<file path="src/rtl/layer_seq_pkg.sv">
// ---------------------------------------------------------------------------
// layer_seq_pkg
// Shared definitions for the layer sequencer:
//   - state_e : controller state encoding
//   - BIAS_EN : set when LAYER_SEQ_BIAS_EN is defined at build time
//   - steps_f : MAC steps per neuron (N_IN, or N_IN+1 with the bias input)
// Build option: LAYER_SEQ_BIAS_EN appends a constant-1 bias step per neuron.
// ---------------------------------------------------------------------------
package layer_seq_pkg;

  typedef enum logic [2:0] {
    ST_IDLE  = 3'd0,
    ST_CLEAR = 3'd1,
    ST_MAC   = 3'd2,
    ST_ACT   = 3'd3,
    ST_WRITE = 3'd4,
    ST_DONE  = 3'd5
  } state_e;

`ifdef LAYER_SEQ_BIAS_EN
  localparam bit BIAS_EN = 1'b1;
`else
  localparam bit BIAS_EN = 1'b0;
`endif

  // The bias step uses in_idx = N_IN, which the datapath decodes as 1.0.
  function automatic int steps_f(input int n_in);
    return BIAS_EN ? (n_in + 1) : n_in;
  endfunction

endpackage

</file>
<file path="src/rtl/layer_seq_addr_gen.sv">
// ---------------------------------------------------------------------------
// layer_seq_addr_gen
// Input/neuron index counters and weight-address generation.
// Ports:
//   clk, rst      : falling-edge clock, async active-high reset
//   clr_i         : return both counters to 0
//   step_i        : one MAC step completed (advance / wrap in_idx)
//   next_i        : advance to the next neuron (out_idx + 1)
//   in_idx_o      : current input index
//   out_idx_o     : current neuron index
//   w_addr_o      : out_idx*STEPS + in_idx, full AW width
//   last_in_o     : in_idx is the final step of the neuron
//   last_out_o    : out_idx is the final neuron of the layer
// Build option: LAYER_SEQ_BIAS_EN (via layer_seq_pkg::steps_f).
// ---------------------------------------------------------------------------
module layer_seq_addr_gen
  import layer_seq_pkg::*;
#(
  parameter int N_IN  = 2,
  parameter int N_OUT = 2,
  parameter int IW    = $clog2(N_IN + 1),
  parameter int OW    = (N_OUT > 1) ? $clog2(N_OUT) : 1,
  parameter int AW    = $clog2(N_OUT * (N_IN + 1))
) (
  input  logic          clk,
  input  logic          rst,
  input  logic          clr_i,
  input  logic          step_i,
  input  logic          next_i,
  output logic [IW-1:0] in_idx_o,
  output logic [OW-1:0] out_idx_o,
  output logic [AW-1:0] w_addr_o,
  output logic          last_in_o,
  output logic          last_out_o
);

  localparam int STEPS = steps_f(N_IN);

  logic [IW-1:0] in_idx_q, in_idx_d;
  logic [OW-1:0] out_idx_q, out_idx_d;
  logic          last_in, last_out;

  assign last_in  = (in_idx_q == IW'(STEPS - 1));
  assign last_out = (out_idx_q == OW'(N_OUT - 1));

  // Counters stop at their bounds: in_idx wraps to 0 only through the
  // end-of-neuron path, out_idx saturates at N_OUT-1.
  always_comb begin
    in_idx_d  = in_idx_q;
    out_idx_d = out_idx_q;
    if (clr_i) begin
      in_idx_d  = '0;
      out_idx_d = '0;
    end else begin
      if (step_i) begin
        in_idx_d = last_in ? '0 : (in_idx_q + IW'(1));
      end
      if (next_i && !last_out) begin
        out_idx_d = out_idx_q + OW'(1);
      end
    end
  end

  always_ff @(negedge clk or posedge rst) begin
    if (rst) begin
      in_idx_q  <= '0;
      out_idx_q <= '0;
    end else begin
      in_idx_q  <= in_idx_d;
      out_idx_q <= out_idx_d;
    end
  end

  assign in_idx_o   = in_idx_q;
  assign out_idx_o  = out_idx_q;
  assign w_addr_o   = (AW'(out_idx_q) * AW'(STEPS)) + AW'(in_idx_q);
  assign last_in_o  = last_in;
  assign last_out_o = last_out;

endmodule

</file>
<file path="src/rtl/layer_sequencer.sv">
// ---------------------------------------------------------------------------
// layer_sequencer
// Schedules one fully-connected layer through a shared MAC unit and a shared
// activation unit: per neuron CLEAR -> MAC x STEPS -> ACT -> WRITE, then DONE.
// State updates on the falling clock edge; reset is async active-high.
//
//   state | meaning
//   IDLE  | waiting for start, all strobes low
//   CLEAR | one-cycle accumulator clear
//   MAC   | mac_req held, one step per mac_ack
//   ACT   | act_req held until act_ack
//   WRITE | one-cycle output write at out_idx
//   DONE  | one-cycle done pulse, counters return to 0
//
// Ports:
//   clk, rst            : clock (falling edge), async active-high reset
//   start               : layer start, sampled in IDLE only
//   busy, done          : layer in progress / layer finished pulse
//   mac_clr, mac_req    : accumulator clear / MAC step request
//   mac_ack             : MAC step complete
//   in_idx, w_addr      : operand index and weight address for the MAC step
//   act_req, act_ack    : activation handshake
//   out_we, out_idx     : output register write enable and neuron index
// Build option: LAYER_SEQ_BIAS_EN adds a bias step (in_idx = N_IN) per neuron.
// ---------------------------------------------------------------------------
module layer_sequencer
  import layer_seq_pkg::*;
#(
  parameter int N_IN  = 2,
  parameter int N_OUT = 2,
  parameter int IW    = $clog2(N_IN + 1),
  parameter int OW    = (N_OUT > 1) ? $clog2(N_OUT) : 1,
  parameter int AW    = $clog2(N_OUT * (N_IN + 1))
) (
  input  logic          clk,
  input  logic          rst,
  input  logic          start,
  output logic          busy,
  output logic          done,
  output logic          mac_clr,
  output logic          mac_req,
  input  logic          mac_ack,
  output logic [IW-1:0] in_idx,
  output logic [AW-1:0] w_addr,
  output logic          act_req,
  input  logic          act_ack,
  output logic          out_we,
  output logic [OW-1:0] out_idx
);

  state_e state_q, state_d;
  logic   last_in, last_out;
  logic   cnt_clr, cnt_step, cnt_next;

  always_ff @(negedge clk or posedge rst) begin
    if (rst) begin
      state_q <= ST_IDLE;
    end else begin
      state_q <= state_d;
    end
  end

  always_comb begin
    state_d = state_q;
    case (state_q)
      ST_IDLE:  if (start) state_d = ST_CLEAR;
      ST_CLEAR: state_d = ST_MAC;
      ST_MAC:   if (mac_ack && last_in) state_d = ST_ACT;
      ST_ACT:   if (act_ack) state_d = ST_WRITE;
      ST_WRITE: state_d = last_out ? ST_DONE : ST_CLEAR;
      ST_DONE:  state_d = ST_IDLE;
      default:  state_d = ST_IDLE;
    endcase
  end

  always_comb begin
    busy     = (state_q != ST_IDLE);
    done     = (state_q == ST_DONE);
    mac_clr  = (state_q == ST_CLEAR);
    mac_req  = (state_q == ST_MAC);
    act_req  = (state_q == ST_ACT);
    out_we   = (state_q == ST_WRITE);
    // Counters are held at 0 in IDLE, so a start always begins at neuron 0.
    cnt_clr  = (state_q == ST_IDLE) || (state_q == ST_DONE);
    cnt_step = (state_q == ST_MAC) && mac_ack;
    cnt_next = (state_q == ST_WRITE) && !last_out;
  end

  layer_seq_addr_gen #(
    .N_IN  (N_IN),
    .N_OUT (N_OUT),
    .IW    (IW),
    .OW    (OW),
    .AW    (AW)
  ) u_addr_gen (
    .clk        (clk),
    .rst        (rst),
    .clr_i      (cnt_clr),
    .step_i     (cnt_step),
    .next_i     (cnt_next),
    .in_idx_o   (in_idx),
    .out_idx_o  (out_idx),
    .w_addr_o   (w_addr),
    .last_in_o  (last_in),
    .last_out_o (last_out)
  );

endmodule

</file>
<file path="config.mk">
export PLATFORM = sky130hd
export DESIGN_NAME = layer_sequencer
export DESIGN_NICKNAME = d
export VERILOG_FILES = /design/src/rtl/layer_seq_pkg.sv /design/src/rtl/layer_seq_addr_gen.sv /design/src/rtl/layer_sequencer.sv
export SDC_FILE = /design/constraint.sdc
export NUM_CORES = 1
export LEC_CHECK = 0
export BUFFER_PORTS_ARGS = -buffer_cell sky130_fd_sc_hd__buf_2
export CAP_MARGIN = 20
export CORE_AREA = 4 4 41 43
export CTS_CLUSTER_DIAMETER = 50
export DETAILED_ROUTE_END_ITERATION = 7
export DIE_AREA = 0 0 45 47
export HOLD_SLACK_MARGIN = 0.06
export PLACE_DENSITY = 0.54
export SKIP_CTS_REPAIR_TIMING = 1
export SYNTH_ARGS = -nofsm -noshare
export SYNTH_HDL_FRONTEND = slang
export SYNTH_SLANG_ARGS = --single-unit
</file>
<file path="constraint.sdc">
create_clock -name clk -period 1.4 [get_ports clk]
set_clock_uncertainty 0.05 [all_clocks]
set_input_delay 0.14 -clock clk [delete_from_list [all_inputs] [get_ports clk]]
set_output_delay 0.14 -clock clk [all_outputs]
set_load 0.005 [all_outputs]
</file>
==> impl_metrics.yaml <==
run_status:
  outcome: "finished with violations"
  violations: "negative setup slack"
synth:
  syn_area_um2: 390
  syn_avg_cell_area_um2: 9.29
  synthCells: 42
  yosysTopAreaCell: "dfrtn_1"
  syn-num-nets: 48
  synth_top_area_share_pct: 38.5
  synth_cell_types: 23
  ys_seq_area_share_pct: 38.5
  synth_seq_cells: 6
  yosysWarnings: 0
  synthTopCellsByArea: "dfrtn_1 (38%), buf_6 (5.8%), o21ai_0 (5.1%)"
grt:
  groute.layer.met1.usage_pct: 13.4
  gr-usage-met3_pct: 2.68
  first_global_vias: 397
  grt_pass1_wl_um: 1620
  grtUsageMet2_pct: 16.4
  grtUsageTotal_pct: 10.7
  gr-max-usage-layer: "met2"
  antenna_found_initial: 0
  overflow: 0
  grt_max_degree: 8
power:
  switching_share_pct: 36.3
  combPwrFrac_pct: 59.6
  leakage_nw: 0.347
  p_int_mw: 0.746
  seqPwrFrac_pct: 27.1
  netSwitchingPower_mw: 0.425
  clkPwrFrac_pct: 13.4
  peakVddDrop_mv: 0.736
  power.density_nw_per_um2: 1810
clocking:
  clk_pin_slew_ns: 0.04
  clock-root-buffer: "clkbuf_4"
  clock_sinks: 6
  cts.path.max_buffers: 2
  cts_buffers: 3
  clock_insertion_delay_worst_skew_ns: 0.25
  cts_htree_levels: 1
  cts_tree: "yes"
place:
  io_buffers: 16
  place_inst: 81
  place.gp.congestion: 0.724
  dp_hpwl_um: 765
  dp_slack_ns: -0.400
routing:
  num_vias: 406
  wl_per_cell_um: 11.5
  routed_via_density: 4.61
  drt_iter0_drc: 4
  routed_wl_um: 1010
  drt-pass1-iter-count: 4
  drc: 0
  ant_nets: 0
timing:
  setup_violations: 12
  rsz0062_at_grt: "yes"
  worst-slew-pin-transition_ns: 0.278
  max_slew_margin_pct: 81.5
  slew_violations: 0
  setup_slack_ns: -0.680
  fin_setup_tns_ns: -6.03
  hold_violations: 0
layout:
  diodes: 0
  drive_gt1_share_pct: 57.5
  nFillCells: 132
  final_cell_mix: "buf_2 (14), buf_4 (12), buf_6 (6), dfrtn_1 (6), o21ai_0 (4)"
  syn_to_final_growth_pct: 65.4
  final_common_cell: "buf_2"
  nNetsFinal: 81
  final_cells: 88
floorplanning:
  die_area_um2: 2120
  die_h_um: 47
  die_x_um: 45
  start_util_pct: 30.0
  io_pins: 17
  rows: 13
  core_um2: 1300
critical_path:
  cp_max_fo: 7
  cp.required_ns: 1.21
  start_kind: "flip-flop"
  cp-end-kind: "output port"
  path_class: "flip-flop to output port"
  critical_path_arrival_ns: 1.89
flow_run:
  max-cap-violations: 0
min_path:
  hold_path_class: "input pin to asynchronous set/reset pin"
==> per-stage QoR <==
stage	hold WS, ns	total power, mW	utilization [%]	instance area [um^2]
6_report	0.333	1.17	49.6	646
5_1_grt	0.364	1.28	49.6	646
4_1_cts	0.336	1.09	44.3	577
3_5_place_dp	0.508	0.923	42.6	554
3_3_place_gp	0.493	0.921	42.6	554
2_1_floorplan	0.399	0.666	-	403
==> layer usage <==
layer / up-vias / wire length (um)
met4: 0 / 0
met3: 0 / 73
met5: - / 0
met2: 13 / 531
li1: 207 / -
met1: 186 / 408
==> path summary, 6_finish.rpt <==
| kind | start | depth (start not counted) | to | slack (ns) |
|---|---|---|---|---|
| setup / recovery | state_q[0]$_DFFE_NP0P_ | 3 | mac_req | -0.68 |
| hold / removal | rst | 2 | state_q[2]$_DFFE_NP0P_ | 0.33 |
| setup reg to reg | state_q[0]$_DFFE_NP0P_ | 5 | u_addr_gen.in_idx_o[0]$_DFFE_NP0P_ | 0.05 |
| hold reg to reg | u_addr_gen.in_idx_o[0]$_DFFE_NP0P_ | 2 | u_addr_gen.in_idx_o[0]$_DFFE_NP0P_ | 0.50 |
| max in group asynchronous | rst | 2 | state_q[0]$_DFFE_NP0P_ | 0.73 |
| min in group clk | u_addr_gen.in_idx_o[0]$_DFFE_NP0P_ | 2 | u_addr_gen.in_idx_o[0]$_DFFE_NP0P_ | 0.50 |
==> cells in the mapped netlist (all sizes together) <==
library cell / count
nor3: 2
mux2i: 1
buf: 4
nand2b: 3
or3: 1
o21ai: 5
nor3b: 2
o31a: 1
a211oi: 1
inv: 3
dfrtn: 6
nor2: 4
and3: 1
nand2: 3
ha: 1
nand3: 1
nor2b: 2
a221oi: 1
==> cells by family (layout without fill, tap and decap cells) <==
logic type,count (synthesis),count (layout),synth area share [%]
AND/OR/NAND/NOR,19,19,28.8
AO/OA/AOI/OAI,8,8,14.4
buffers and inverters,7,38,12.5
flip-flops,6,6,38.5
adder cells (fa/ha/maj),1,1,3.20
multiplexers,1,1,2.56
==> worst max-delay path, stage by stage, from the launching register on <==
cell	delay, ns
dfrtn_1	0.43
buf_6	0.17
nor3b_4	0.20
buf_2	0.14
==> final cells by class <==
class / count / area [um^2] / share of cell area, %
tap: 15 / 18.8 / 2.91
sequential: 6 / 150 / 23.3
inverter: 3 / 13.8 / 2.13
clock buffer: 3 / 22.5 / 3.49
timing repair buffer: 32 / 228 / 35.3
multi-input combinational: 29 / 213 / 32.9
==> power groups by stage <==
| stage | Sequential, mW | Clock, mW | Combinational [mW] |
|---|---|---|---|
| final | 0.317 | 0.157 | 0.698 |
| after global routing | 0.326 | 0.177 | 0.773 |
| after CTS | 0.311 | 0.167 | 0.614 |
| after detailed placement | 0.311 | 0 | 0.612 |
| after global placement | 0.312 | 0 | 0.609 |
| after floorplan | 0.288 | 0 | 0.378 |
==> flip-flops by register name, summed over array words and instances (netlist names) <==
register / cells
state_q: 3
u_addr_gen.in_idx_o: 2
u_addr_gen.last_out_o: 1
No activity file was read; power rests on OpenSTA's default activity.
